==> src/rtl/mips_mem_pkg.sv <==
// Shared types and helpers for the data-memory responder: FSM state encoding,
// word geometry and byte-address to word-index conversion.
package mips_mem_pkg;

    typedef enum logic [1:0] {
        IDLE = 2'd0,
        WAIT = 2'd1,
        RESP = 2'd2
    } state_t;

    localparam int BYTES_PER_WORD = 4;

    function automatic logic [29:0] word_index(input logic [31:0] byte_addr);
        return byte_addr[31:2];
    endfunction

endpackage

==> src/rtl/dmem_array.sv <==
// DEPTH x 32 data RAM with byte-enable synchronous write and registered read.
// Each byte lane is its own narrow memory so the write mask maps onto separate RAM columns.
module dmem_array
    import mips_mem_pkg::*;
#(
    parameter int DEPTH = 64,
    parameter int AW    = $clog2(DEPTH)
) (
    input  logic                      clk,
    input  logic                      we,
    input  logic [BYTES_PER_WORD-1:0] be,
    input  logic [AW-1:0]             waddr,
    input  logic [31:0]               wdata,
    input  logic                      re,
    input  logic [AW-1:0]             raddr,
    output logic [31:0]               rdata
);

    genvar gi;
    generate
        for (gi = 0; gi < BYTES_PER_WORD; gi++) begin : g_lane
            logic [7:0] mem [DEPTH];
            logic [7:0] q_reg;

            always_ff @(posedge clk) begin
                if (we && be[gi]) begin
                    mem[waddr] <= wdata[8*gi +: 8];
                end
                if (re) begin
                    q_reg <= mem[raddr];
                end
            end

            assign rdata[8*gi +: 8] = q_reg;
        end
    endgenerate

endmodule

==> src/rtl/dmem_responder.sv <==
// Memory-side responder for the processor data port: accepts one load/store at a time,
// waits LATENCY cycles, then pulses ready with read data and an address error flag.
module dmem_responder
    import mips_mem_pkg::*;
#(
    parameter int DEPTH   = 64,
    parameter int LATENCY = 2
) (
    input  logic        clk,
    input  logic        reset,
    input  logic        req,
    input  logic        we,
    input  logic [31:0] addr,
    input  logic [31:0] wdata,
    input  logic [3:0]  be,
    output logic        ready,
    output logic [31:0] rdata,
    output logic        err
);

    localparam int          AW      = $clog2(DEPTH);
    localparam logic [3:0]  LAT     = 4'(LATENCY);
    localparam logic [29:0] DEPTH_W = 30'(DEPTH);

    state_t      state_reg, state_next;
    logic [3:0]  cnt_reg, cnt_next;
    logic        we_reg;
    logic [31:0] addr_reg;
    logic [31:0] wdata_reg;
    logic [3:0]  be_reg;
    logic        ready_reg;
    logic        err_reg;
    logic        rd_valid_reg;

    logic        capture;
    logic        go_resp;
    logic        eff_we;
    logic [31:0] eff_addr;
    logic [31:0] eff_wdata;
    logic [3:0]  eff_be;
    logic [29:0] eff_idx;
    logic        eff_err;
    logic        ram_we;
    logic        ram_re;
    logic [31:0] ram_q;

    // With LATENCY=0 the RAM access happens on the accepting edge, so the
    // transaction fields must come straight from the ports while still in IDLE.
    always_comb begin
        if (state_reg == IDLE) begin
            eff_we    = we;
            eff_addr  = addr;
            eff_wdata = wdata;
            eff_be    = be;
        end else begin
            eff_we    = we_reg;
            eff_addr  = addr_reg;
            eff_wdata = wdata_reg;
            eff_be    = be_reg;
        end
        eff_idx = word_index(eff_addr);
        eff_err = (eff_addr[1:0] != 2'b00) || (eff_idx >= DEPTH_W);
    end

    always_comb begin
        state_next = state_reg;
        cnt_next   = cnt_reg;
        capture    = 1'b0;
        go_resp    = 1'b0;
        case (state_reg)
            IDLE: begin
                if (req) begin
                    capture  = 1'b1;
                    cnt_next = LAT;
                    if (LAT == 4'd0) begin
                        state_next = RESP;
                        go_resp    = 1'b1;
                    end else begin
                        state_next = WAIT;
                    end
                end
            end
            WAIT: begin
                if (cnt_reg <= 4'd1) begin
                    state_next = RESP;
                    go_resp    = 1'b1;
                    cnt_next   = 4'd0;
                end else begin
                    cnt_next = cnt_reg - 4'd1;
                end
            end
            RESP: begin
                state_next = IDLE;
            end
            default: begin
                state_next = IDLE;
                cnt_next   = 4'd0;
            end
        endcase
    end

    // Gating with reset keeps a store abandoned mid-wait out of the RAM.
    assign ram_we = go_resp && eff_we && !eff_err && !reset;
    assign ram_re = go_resp && !eff_we && !reset;

    dmem_array #(
        .DEPTH (DEPTH),
        .AW    (AW)
    ) u_array (
        .clk   (clk),
        .we    (ram_we),
        .be    (eff_be),
        .waddr (eff_idx[AW-1:0]),
        .wdata (eff_wdata),
        .re    (ram_re),
        .raddr (eff_idx[AW-1:0]),
        .rdata (ram_q)
    );

    always_ff @(posedge clk) begin
        if (reset) begin
            state_reg    <= IDLE;
            cnt_reg      <= 4'd0;
            we_reg       <= 1'b0;
            addr_reg     <= 32'd0;
            wdata_reg    <= 32'd0;
            be_reg       <= 4'd0;
            ready_reg    <= 1'b0;
            err_reg      <= 1'b0;
            rd_valid_reg <= 1'b0;
        end else begin
            state_reg <= state_next;
            cnt_reg   <= cnt_next;
            if (capture) begin
                we_reg    <= we;
                addr_reg  <= addr;
                wdata_reg <= wdata;
                be_reg    <= be;
            end
            ready_reg    <= go_resp;
            err_reg      <= go_resp && eff_err;
            rd_valid_reg <= go_resp && !eff_we && !eff_err;
        end
    end

    assign ready = ready_reg;
    assign err   = err_reg;
    assign rdata = rd_valid_reg ? ram_q : 32'd0;

endmodule

==> config.mk <==
export PLATFORM = sky130hd
export DESIGN_NAME = dmem_responder
export DESIGN_NICKNAME = d
export VERILOG_FILES = /design/src/rtl/mips_mem_pkg.sv /design/src/rtl/dmem_array.sv /design/src/rtl/dmem_responder.sv
export SDC_FILE = /design/constraint.sdc
export NUM_CORES = 2
export LEC_CHECK = 0
export ABC_AREA = 1
export CAP_MARGIN = 20
export CORE_MARGIN = 2
export CORE_UTILIZATION = 25
export DETAILED_ROUTE_END_ITERATION = 10
export SETUP_SLACK_MARGIN = 0.5
export SLEW_MARGIN = 5
export SYNTH_ARGS = -nofsm -noshare
export SYNTH_HDL_FRONTEND = slang
export SYNTH_HIERARCHICAL = 1
export SYNTH_SLANG_ARGS = --single-unit
==> constraint.sdc <==
create_clock -name clk -period 10.6 [get_ports clk]
set_clock_uncertainty 0.2 [all_clocks]
set_input_delay 2.12 -clock clk [delete_from_list [all_inputs] [get_ports clk]]
set_output_delay 2.12 -clock clk [all_outputs]
set_load 0.005 [all_outputs]
# [Word level (Yosys, flattened, before mapping)]
# Memories as Yosys holds them, arrays and structs flattened. A register that Yosys moved wholly into a read port is not among the register bits.
# Cells that the tools add are included.
[op_classes] add_sub_neg=1 n_lt_le_gt_ge=2 n_eq_ne=4 muxes=23 n_bitwise=1 n_reduce_logical=19
[ops] operator="32-bit two-way mux" count=3
[ops] operator="30-bit by 7-bit >= comparator with 1-bit output, second input constant" count=1
[ops] operator="1-bit two-way mux" count=13
[ops] operator="4-bit two-way mux" count=3
[ops] operator="4-bit case mux with 3 select lines" count=1
[ops] operator="1-bit logical AND" count=11
[ops] operator="4-bit by 1-bit less-or-equal comparator with 1-bit output, second input constant" count=1
[ops] operator="2-bit two-way mux" count=2
[ops] operator="2-bit != test, second input constant" count=2
[ops] operator="2-bit case mux with 2 select lines" count=1
[ops] operator="2-bit AND reduction" count=2
[ops] operator="4-bit by 1-bit subtractor with 4-bit output, second input constant" count=1
[ops] operator="1-bit zero test" count=3
[ops] operator="2-bit by 1-bit equality test with 1-bit output, second input constant" count=1
[ops] operator="2-bit equality test, second input constant" count=1
[ops] operator="2-bit zero test" count=1
[ops] operator="2-bit nonzero test" count=1
[ops] operator="1-bit logical OR" count=1
[ops] operator="1-bit NOT" count=1
[totals] reg_bits=78 mem_bits_rw=2048 in_bits=72 out_inout_bits=34 elab_cells=63 memories=4
[memory_table] memory="u_array.g_lane[0].mem" words=64 width=8 read_ports=1 rd_ports_with_merged_regs=1 wr=1 line_no="dmem_array.sv:22" text="logic [7:0] mem [DEPTH];"
[memory_table] memory="u_array.g_lane[1].mem" words=64 width=8 read_ports=1 rd_ports_with_merged_regs=1 wr=1 line_no="dmem_array.sv:22"
[memory_table] memory="u_array.g_lane[2].mem" words=64 width=8 read_ports=1 rd_ports_with_merged_regs=1 wr=1 line_no="dmem_array.sv:22"
[memory_table] memory="u_array.g_lane[3].mem" words=64 width=8 read_ports=1 rd_ports_with_merged_regs=1 wr=1 line_no="dmem_array.sv:22"

# [Logic depth before layout (Yosys ltp)]
[depth] word_depth=10 mapped_depth=20 depth_no_buf=14

# [By module]
# The synthesis kept the hierarchy.
[by_module_without_submodules] module="dmem_array" instances=1 cells_each=7052 area_each_um2=84154.5 seq_area_each_um2=62459.9
[by_module_without_submodules] module="dmem_responder" instances=1 cells_each=575 area_each_um2=3836.2 seq_area_each_um2=1561.5

# [Least setup slack after synthesis]
# OpenSTA, ideal clock, no wires.
[synth_path] kind="input to register" from="input addr[16]" to="memory u_array.g_lane[0].mem[10][0] (enable)" setup_ps=370 arrival_ps=3713 required_ps=10030 slack_ps=6317 cell_stages=9 path_buffers=1 path_cell_list="or2_2 > nor2_1 > nand2_1 > nand2_1 > nand3_1 > nor2_1 > nand2_1 > clkbuf_1 > nor2_1"
[synth_via] elab_chain_len=9
[synth_lines] element="start, declared" line_no="dmem_responder.sv:13" text="input logic [31:0] addr,"
[synth_lines] element="32-bit two-way mux" line_no="dmem_responder.sv:50" text="if (state_reg == IDLE) begin"
[synth_lines] element="30-bit by 7-bit >= comparator with 1-bit output" line_no="dmem_responder.sv:62" text="eff_err = (eff_addr[1:0] != 2'b00) || (eff_idx >= DEPTH_W);"
[synth_lines] element="1-bit logical OR" line_no="dmem_responder.sv:62"
[synth_lines] element="1-bit zero test" line_no="dmem_responder.sv:103" text="assign ram_we = go_resp && eff_we && !eff_err && !reset;"
[synth_lines] element="1-bit logical AND (2 in series)" line_no="dmem_responder.sv:103"
[synth_lines] element="via ram_we" line_no="dmem_responder.sv:43" text="logic ram_we;"
[synth_lines] element="1-bit logical AND" line_no="dmem_array.sv:26" text="if (we && be[gi]) begin"
[synth_lines] element="1-bit two-way mux" line_no="dmem_array.sv:26"
[synth_lines] element="1-bit two-way mux (not written as such)" line_no="dmem_array.sv:27" text="mem[waddr] <= wdata[8*gi +: 8];"
[synth_lines] element="end, declared" line_no="dmem_array.sv:22"
# The timed path passes the listed nets, and every way through them passes these cells.

# [Worst setup path in the final report]
[layout_path] from="input addr[3]" to="memory u_array.g_lane[1].mem[59][1] (enable)"
[layout_via] elab_chain_len=9
[layout_lines] element="32-bit two-way mux *" line_no="dmem_responder.sv:50"
[layout_lines] element="via eff_addr[3]" line_no="dmem_responder.sv:38" text="logic [31:0] eff_addr;"
[layout_lines] element="30-bit by 7-bit >= comparator with 1-bit output" line_no="dmem_responder.sv:62"
[layout_lines] element="1-bit logical OR" line_no="dmem_responder.sv:62"
[layout_lines] element="1-bit zero test" line_no="dmem_responder.sv:103"
[layout_lines] element="1-bit logical AND (2 in series)" line_no="dmem_responder.sv:103"
[layout_lines] element="1-bit logical AND" line_no="dmem_array.sv:26"
[layout_lines] element="1-bit two-way mux" line_no="dmem_array.sv:26"
[layout_lines] element="1-bit two-way mux (not written as such)" line_no="dmem_array.sv:27"
[layout_lines] element="end, declared" line_no="dmem_array.sv:22"
# Mark *: on every way through the listed nets, which the timed path passes. The rest lies on a longest branch.

==> reports/metrics.csv <==
stage;metric;value;unit
outcome;status;finished clean;
setup_path;CP Max Fanout;52;
sta;endpoints failing setup;0;
logic_synthesis;register area share after synthesis;72.8;%
setup_path;Buf+Inv Stages, Crit Path;3;
setup_path;Worst EP arrival;6.39;ns
placement;dpl ws;3.72;ns
grt;initial antenna violation count;11;
drt;DRT iter0 DRCs;7261;
setup_path;Crit-path slowest cell;nor2_1;
drt;met2 WL;122;mm
sta;RSZ-0062 raised after global routing;no;
cells_and_area;area grow syn2layout;13.6;%
power_and_ir_drop;Static Leak;34.0;nW
clock_network;Clock Latency Late Sink;0.90;ns
placement;placed cell area;0.0934;mm2
setup_path;CP most frequent cell;nand2_1;
grt;GRT Overall Usage;14.1;%
power_and_ir_drop;PwrDens;197;mW/mm2
logic_synthesis;Seq cells post-synth;2158;
logic_synthesis;Post-Syn Area per Cell;11.5;um2
setup_path;crit path kind;in -> reg;
placement;Final GP Congestion;0.832;
worst_hold_path;Hold Crit Class;reg -> reg;
die;DIE HEIGHT;597;um
grt;Congestion Overflow GR;0;
logic_synthesis;YS warnings;6;
setup_path;worst-path cell chain;clkdlybuf4s50_1 -> nand2_1 -> nand2_4 -> buf_4 -> inv_1 -> nor3_1 -> nand2_1 -> nor2_1;
cells_and_area;Biggest register;u_array/g_lane.mem;
grt;number of global-route vias before repair;54582;
logic_synthesis;Synth Net Count;7701;
cells_and_area;fin nets;7608;
logic_synthesis;Synth Cell Area;0.0880;mm2
placement;Port-buffer cells;105;
sta;Tcrit/Tclk final;57.8;%
power_and_ir_drop;Worst VDD drop;0.173;mV
drt;Detailed Route WL;261;mm
setup_path;slowest stage delay, CP;0.99;ns
drt;routed wl met3;20.8;mm
die;Starting Density;25.1;%
drt;drt via density;4.74;
cells_and_area;layout cells sized above 1;5.71;%
grt;maximum number of pins on one net before global-route repair;216;
sta;Fin Setup TNS;0;ns
placement;placed cell count;11918;
logic_synthesis;Netlist cell types;30;
cells_and_area;commonest non-fill, non-tap cell in the layout;nand2_1;
clock_network;Reg clk slew, reported paths;0.06;ns
cells_and_area;commonest cells after routing, fill and taps aside;2421 x nand2_1, 2080 x edfxtp_1, 1899 x nand3_1;
die;Core ar.;0.350;mm2
cells_and_area;design area;0.100;mm2
drt;DR DRC count;0;
setup_path;crit end category;register;
clock_network;CTS max path bufs;4;
power_and_ir_drop;power after layout;19.7;mW
clock_network;Post-CTS Resized;0;
sta;Tmin final;6.13;ns
die;die width;597;um
drt;top layer in use;met5;
drt;routed len/inst;21.2;um
sta;Slew @ Worst Pin;1.26;ns
die;# IOs;106;
setup_path;startpoint types;input pin;
setup_path;Top Family by Delay on Critical Path;simple AND/OR/NAND/NOR gates;
drt;TritonRoute pass-1 iters;9;
drt;detailed-route wire length on metal 1;106;mm
drt;Final ANT Viol Nets;0;
drt;Via Count;58278;
clock_network;CTS Hold Buffers Added;0;
clock_network;H-tree levels;4;
clock_network;clk sinks;2158;
grt;first-pass GRT wire length;379;mm
flow_run;Max Cap Viol;0;
sta;relative slew slack;16.0;%
cells_and_area;final non-filler cell total;12296;
placement;dpl hpwl;155;mm
sta;setup slack after layout;4.47;ns
setup_path;critical path data required time;10.86;ns
clock_network;CTS Buf Count;209;
clock_network;Root Driver;clkbuf_16;
clock_network;CTS tree;done;
die;Die ar.;0.357;mm2
die;Cell Rows;217;
sta;Final Hold Vio Count;0;
logic_synthesis;instance count of the mapped netlist;7627;
sta;f_max;163;MHz
cells_and_area;number of flip-flops in the largest register;2048;
clock_network;Setup Buffers After CTS;0;
sta;Final Max Slew Viols;0;
per-stage QoR:
step           hold slack (ns)  util (%)
4_1_cts                  0.250      28.5
3_3_place_gp             0.234      26.7
6_report                 0.253      28.6
5_1_grt                  0.260      28.6
2_1_floorplan            0.222         -
3_5_place_dp             0.241      26.7
metal layers:
layer	vias to the layer above	GRT usage, %
met2	2558	22.9
met4	10	6.16
met1	28674	18.5
met3	507	2.54
li1	26529	-
met5	-	0
tightest hold or removal path: cells and delay by family, from the launching register on:
family                 cells  cell delay [ns]
flip-flops                 1             0.30
buffers and inverters      1             0.06
AO/OA/AOI/OAI              1             0.05
cells by family after synthesis:
group	Yosys count	share of synthesized area, %
buf+inv	605	3.44
fa+ha+maj	2	0.0284
simple gates	4701	22.8
flops	2158	72.8
compound gates	159	0.921
xor+xnor	2	0.0199
report_power, final:
part	internal [mW]	leakage (nW)	switching, mW
registers	9.63	19.4	0.0183
logic	0.645	11.4	2.24
clock network	4.05	3.15	3.16
total	14.3	34.0	5.42
area by class of cell:
type / instances / area (um2)
clock inverters: 104 / 962
clock buffers: 262 / 5500
repair buffers: 199 / 1920
flip-flops and latches: 2158 / 64000
fillers: 35497 / 250000
multi-input cells: 4864 / 21400
diodes: 8 / 20.0
inverters: 102 / 427
well taps: 4599 / 5750
final timing paths:
| kind | from | to | slack (ns) | depth (start not counted) |
|---|---|---|---|---|
| hold / removal | addr_reg[9] | addr_reg[9] | 0.25 | 2 |
| hold reg to reg | addr_reg[9] | addr_reg[9] | 0.25 | 2 |
| setup reg to reg | state_reg[0] | u_array/g_lane[3].q_reg[0] | 4.92 | 17 |
| setup / recovery | addr[3] | u_array/g_lane[1].mem[59][1] | 4.47 | 8 |
synth_stat cells, drive strengths merged:
cell type,number,area [um2]
ha,2,25.0
buf,388,2210
nor3,20,111
dfxtp,78,1560
nand3,1899,9500
or2,3,18.8
a21oi,46,230
and2,2,12.5
nor2,350,1320
edfxtp,2080,62500
xnor2,1,8.76
xor2,1,8.76
clkbuf,115,434
inv,102,388
nand2,2427,9120
o21ai,113,581
Note: power is estimated with default switching activity, not from simulation.
